--- src/rtl/pwm_multi.sv ---
// pwm_multi: multi-channel PWM. Duty writes land in a pending bank. The pending
// bank, mode and polarity are applied together at each period boundary.
module pwm_multi #(
  parameter int N_CH       = 3,
  parameter int RES        = 7,
  parameter int DIV_FAST   = 10416,
  parameter int DIV_SLOW   = 200000,
  parameter int SERVO_MIN  = 6,
  parameter int SERVO_SPAN = 7
) (
  input  logic       clk,
  input  logic       rst_n,
  input  logic       ena,
  input  logic [7:0] ui_in,
  input  logic [7:0] uio_in,
  output logic [7:0] uo_out,
  output logic [7:0] uio_out,
  output logic [7:0] uio_oe
);
  localparam int DIV_MAX = (DIV_FAST > DIV_SLOW) ? DIV_FAST : DIV_SLOW;
  localparam int QW      = $clog2(DIV_MAX + 1);

  logic [QW-1:0]   q;
  logic [QW-1:0]   q_last;
  logic [RES-1:0]  cnt;
  logic [RES-1:0]  pending [N_CH];
  logic [RES-1:0]  active  [N_CH];
  logic [31:0]     thr     [N_CH];
  logic            mode;
  logic            inv;
  logic            strobe_q;
  logic [N_CH-1:0] pwm;
  logic            tick;
  logic            boundary;
  logic            wr_edge;
  logic [2:0]      addr;
  logic            unused_in;

  assign addr      = uio_in[2:0];
  assign wr_edge   = uio_in[3] & ~strobe_q;
  assign q_last    = mode ? QW'(DIV_SLOW - 1) : QW'(DIV_FAST - 1);
  assign tick      = ena & (q == q_last);
  assign boundary  = tick & (&cnt);
  assign unused_in = ^{uio_in[7:6], ui_in};

  // Servo thresholds are widened to 32 bits so the scaled product never truncates.
  always_comb begin
    for (int k = 0; k < N_CH; k++) begin
      thr[k] = 32'(active[k]);
      if (mode) begin
        thr[k] = 32'(SERVO_MIN) + ((32'(active[k]) * 32'(SERVO_SPAN)) >> RES);
      end
    end
  end

  always_ff @(posedge clk) begin
    if (!rst_n) begin
      q        <= '0;
      cnt      <= '0;
      mode     <= 1'b0;
      inv      <= 1'b0;
      strobe_q <= 1'b0;
      pwm      <= '0;
      for (int k = 0; k < N_CH; k++) begin
        pending[k] <= '0;
        active[k]  <= '0;
      end
    end else begin
      strobe_q <= uio_in[3];
      for (int k = 0; k < N_CH; k++) begin
        if (wr_edge && (addr == 3'(k))) pending[k] <= ui_in[RES-1:0];
        // Nonblocking load: a write on the boundary edge misses this period.
        if (boundary) active[k] <= pending[k];
        pwm[k] <= ena ? ((32'(cnt) < thr[k]) ^ inv) : inv;
      end
      if (ena) begin
        q <= tick ? '0 : q + QW'(1);
        if (tick) cnt <= cnt + RES'(1);
      end
      if (boundary) begin
        mode <= uio_in[4];
        inv  <= uio_in[5];
      end
    end
  end

  always_comb begin
    uo_out = '0;
    uo_out[N_CH-1:0] = pwm;
  end

  assign uio_out = '0;
  assign uio_oe  = '0;

endmodule

--- config.mk ---
export PLATFORM = sky130hd
export DESIGN_NAME = pwm_multi
export DESIGN_NICKNAME = d
export VERILOG_FILES = /design/src/rtl/pwm_multi.sv
export SDC_FILE = /design/constraint.sdc
export NUM_CORES = 1
export LEC_CHECK = 0
export ABC_AREA = 1
export CORE_UTILIZATION = 45
export CTS_BUF_LIST = sky130_fd_sc_hd__clkbuf_8
export CTS_CLUSTER_DIAMETER = 40
export DETAILED_ROUTE_END_ITERATION = 10
export DONT_BUFFER_PORTS = 1
export PLACE_DENSITY_LB_ADDON = 0.12
export SETUP_SLACK_MARGIN = 0.15
export SYNTH_ARGS = -nofsm -noshare
export SYNTH_HDL_FRONTEND = slang
export SYNTH_SLANG_ARGS = --single-unit
--- constraint.sdc ---
create_clock -name clk -period 3.83 [get_ports clk]
set_input_delay 0.766 -clock clk [delete_from_list [all_inputs] [get_ports clk]]
set_output_delay 0.766 -clock clk [all_outputs]
set_load 0.03 [all_outputs]
Word level (Yosys, flattened, before mapping)
Memory sizes are Yosys's and may differ from the RTL's.
Index checks and enable logic that the tools add are counted.
{"block": "classes", "n_mul": 3, "order_cmp": 3, "n_addsub": 5, "eq_ne": 3, "mux": 27, "reduce_logical": 6, "n_bitwise": 13}
{"operator": "7-bit by 32-bit < comparator with 1-bit output", "n": 3}
{"operator": "32-bit 2-to-1 mux", "n": 3}
{"operator": "7-bit 2-to-1 mux", "n": 6}
{"operator": "18-bit 2-to-1 mux", "n": 2}
{"operator": "7-bit by 3-bit multiplier with 10-bit output (second input constant)", "n": 3}
{"operator": "18-bit by 1-bit adder with 18-bit output (second input constant)", "n": 1}
{"operator": "18-bit == test", "n": 1}
{"operator": "1-bit 2-to-1 mux", "n": 16}
{"operator": "3-bit by 3-bit adder with 4-bit output (first input constant)", "n": 3}
{"operator": "7-bit by 1-bit adder with 7-bit output (second input constant)", "n": 1}
{"operator": "7-bit AND reduction", "n": 1}
{"operator": "1-bit OR", "n": 6}
{"operator": "1-bit AND", "n": 3}
{"operator": "3-bit by 1-bit == test with 1-bit output (second input constant)", "n": 1}
{"operator": "3-bit by 2-bit == test with 1-bit output (second input constant)", "n": 1}
{"operator": "1-bit logical AND", "n": 3}
{"operator": "3-bit logical NOT", "n": 1}
{"operator": "1-bit XOR", "n": 3}
{"operator": "2-bit AND reduction", "n": 1}
{"operator": "1-bit NOT", "n": 1}
{"block": "word_totals", "elab_cells": 68, "input_bits": 19, "out_inout_bits": 24, "regBits": 31, "mem_bits_rw": 42, "mem_count": 2}
{"memory": "active", "depth": 3, "width": 7, "rd": 3, "rd_ports_with_merged_regs": 0, "write_ports": 3, "line": "27", "rtl": "logic [RES-1:0] active [N_CH];"}
{"memory": "pending", "depth": 3, "width": 7, "rd": 3, "rd_ports_with_merged_regs": 0, "write_ports": 3, "line": "26", "rtl": "logic [RES-1:0] pending [N_CH];"}

Logic depth before layout (Yosys ltp)
{"block": "depth", "depth_word": 8, "depth_mapped": 22, "ltp_nobuf": 22}

Worst setup path before layout
OpenSTA, ideal clock, no wires.
{"block": "synth_path", "path_type": "flip-flop to flip-flop", "from": "mem active[2][4] (netlist: active[0][18])", "to": "reg pwm[2]", "n_path_buf": 0, "setup_ns": 0.115, "required_ns": 3.715, "synth_period_minus_slack_ns": 3.059, "stages_incl_launch_ff": 19, "slack_ns": 0.771, "arrival_ns": 2.944, "cell_sequence": "edfxtp_1 -> fa_1 -> ha_1 -> a21oi_1 -> nand3_1 -> a21o_1 -> xnor2_1 -> ha_1 -> nand2_1 -> o21ai_0 -> ha_1 -> nand2_1 -> inv_1 -> nand2_1 -> nand2_1 -> nand2_1 -> nand3_1 -> nand2_1 -> nor2_1"}
{"item": "from (decl)", "line": "27"}
{"item": "to (signal, indexed assignment)", "line": "74", "rtl": "pwm[k] <= ena ? ((32'(cnt) < thr[k]) ^ inv) : inv;"}
{"item": "to (decl)", "line": "32", "rtl": "logic [N_CH-1:0] pwm;"}

==> summary.txt <==
Synthesis
  – Yosys reg bits: 73
  – Post-synth EDFFs: 42
  – Synth cell types: 38
  – Sequential fraction of the synthesis area: 0.376
  – Syn Inst Count: 593
  – Mean Syn Cell Area: 8.44 um2
  – Post-synthesis cell area: 5000 um2
  – Ys async rst share: 0
  – Top_reg_cell synth: edfxtp_1
  – Synth warn: 0

Worst setup path
  – Crit path kind: reg2reg
  – CP arrival: 3.61 ns
  – Cell chain of the critical path: fa_1 -> ha_1 -> a21oi_1 -> nand3_1 -> a21o_1 -> xnor2_1 -> ha_1 -> nand2_1 -> o21ai_0 -> ha_1 -> nand2_1 -> inv_1 -> nand2_1 -> nand2_1 -> nand2_1 -> nand3_1 -> nand2_1 -> nor2_1
  – Critical Path RT: 4.08 ns
  – CP max-delay cell: edfxtp_1
  – Critical Path Most Common Cell: nand2_1
  – CP endpoint kind: flip-flop
  – CP Max Fanout: 5
  – Max stage delay on crit path: 0.56 ns
  – Worst path bufs/invs: 1
  – Delay-heaviest family, CP: adder cells
  – Startpoint types: flip-flop

Global routing
  – Largest net degree at the start of global routing: 27
  – Vias in the first global route: 3350
  – GRT Overall Usage: 0.182
  – Initial antenna violation count: 0
  – First-pass GRT wire length: 16200 um
  – Grt peak-use layer: met2
  – GRT met1 Usage: 0.253
  – Met3 usage: 0.0351
  – Met2 GRT Util: 0.282
  – Total gr overflow: 0

Drt
  – Drt pass-1 iters: 4
  – Vias: 3584
  – Residual DRC: 0
  – Vias/cell: 4.83
  – Average wire per standard cell: 13.0 um
  – Post-route ant nets: 0
  – Routed WL: 9620 um
  – Initial DRC count: 137

Pwr
  – Pwr/cell area: 334 nW/um2
  – Worst-case vdd ir drop: 174 uV
  – Design Power: 1760 uW
  – Lkg Pwr: 0.00244 uW

Clock tree
  – Setup bufs post-CTS: 0
  – CTS root buffer: clkbuf_8
  – H-tree Lvls: 3
  – Clock-pin slew on the worst setup and hold paths: 0.09 ns
  – Hold buffers post-CTS: 0
  – Clock sink count: 73
  – # resized after CTS: 0
  – CTS tree: yes
  – Clk_lat worst skew: 0.35 ns
  – Num CTS Buffers: 9
  – Max clock buf depth: 2

Timing
  – Fmax: 298 MHz
  – Part of the cycle the worst path needs: 0.876
  – Hold WS: 0.511 ns
  – Slew margin rel.: 0.277
  – Finish-stage setup viols: 0
  – Worst Skew: 0.00815 ns
  – Pins over their slew limit: 0
  – RSZ-0062 raised after global routing: no
  – Fin Setup TNS: 0 ns
  – Final Critical Period: 3.36 ns
  – Final Hold Viols: 0
  – Least-Margin Pin Slew: 1.07 ns

Place
  – HPWL after DPL: 7450 um
  – Final GP Congestion: 0.829
  – PortBufs: 0

Layout
  – Layout cells sized above 1: 0.0631
  – Final net count: 681
  – Fillers: 1067
  – Area grow syn2layout: 5.25%
  – Diodes inserted: 0

Hold path
  – HP Class: reg2reg

Run
  – MaxCap Viol Count: 0

Die
  – Initial Utilization: 0.462
  – Floorplan core area: 10800 um2
  – Die H: 107 um
  – Die Width: 107 um
  – Die area: 11500 um2
  – # IOs: 43
  – Row count: 38

Outcome
  – Outcome: completed
==> layer usage <==
layer / up-vias / part of all wire
met5: - / 0
met4: 0 / 0.014
met1: 1627 / 0.50
met3: 12 / 0.046
met2: 80 / 0.44
li1: 1865 / -
==> cell usage after synthesis (2+ instances only) <==
library cell,instances,area (um2)
nand2_1,116,435
inv_1,104,390
nor2_1,63,236
ha_1,47,588
edfxtp_1,42,1260
dfxtp_1,31,621
nand3_1,27,135
a21oi_1,24,120
buf_4,21,158
fa_1,18,360
o21ai_0,18,90.1
nand4_1,15,93.8
xor2_1,10,87.6
nor2_2,9,56.3
clkbuf_1,5,18.8
nor3_1,5,25.0
buf_6,4,45.0
a21o_1,3,22.5
nor4_1,3,18.8
o31ai_1,3,22.5
xnor2_1,3,26.3
a211o_1,2,17.5
a31oi_1,2,12.5
and3_1,2,12.5
nor2_4,2,22.5
o41ai_1,2,17.5
==> placed cells by master (no fill, tap or decap), types with 4 or more instances in the layout <==
cell type	instances
nand2_1	116
nand4_1	15
nor2_1	63
o21ai_0	18
conb_1	21
a21oi_1	24
buf_4	4
ha_1	47
inv_1	104
nand3_1	27
nor2_2	9
edfxtp_1	42
clkbuf_8	9
nor3_1	5
inv_6	4
xor2_1	10
fa_1	18
dfxtp_1	31
==> cell families after synthesis <==
| family | synth area share |
|---|---|
| other cells | 0.000749 |
| fa+ha+maj | 0.190 |
| compound gates | 0.0655 |
| xor+xnor | 0.0228 |
| buf+inv | 0.124 |
| simple gates | 0.222 |
| flops | 0.376 |
==> power by group <==
group          internal, uW  switching [uW]  leakage [uW]
registers               853            30.2      0.000675
clock network           315             332      0.000103
logic                  83.7             146       0.00166
total                  1250             508       0.00244
==> area by class of cell <==
cell class | instances | area [um2] | share of cell area
clock buffer | 9 | 124 | 0.0235
clock inverter | 7 | 83.8 | 0.0159
inverter | 105 | 394 | 0.0748
multi-input combinational | 404 | 2580 | 0.489
sequential | 73 | 1880 | 0.357
tap | 140 | 175 | 0.0333
timing repair buffer | 4 | 30.0 | 0.00570
==> flip-flops by register name, summed over array words and instances (netlist names) <==
signal,count
active,21
cnt,7
inv,1
mode,1
pending,21
pwm,3
q,18
strobe_q,1
==> stage by stage <==
step                cell area (um2)  worst slack (ns)  utilization  cells
finish                         5270             0.474        0.486    742
global route                   5270             0.227        0.486    742
CTS                            5270             0.448        0.486    742
detailed placement             5060             0.481        0.467    726
global placement               5060             0.490        0.467    726
floorplan                      5080             0.771            -    613
==> worst paths after layout <==
path / startpoint / to / slack (ns) / cells past startpoint
setup / recovery: active[0][18] / pwm[2] / 0.47 / 18
hold / removal: q[0] / q[0] / 0.51 / 1
setup reg to reg: active[0][18] / pwm[2] / 0.47 / 18
hold reg to reg: q[0] / q[0] / 0.51 / 1
(Power assumes the default switching activity.)
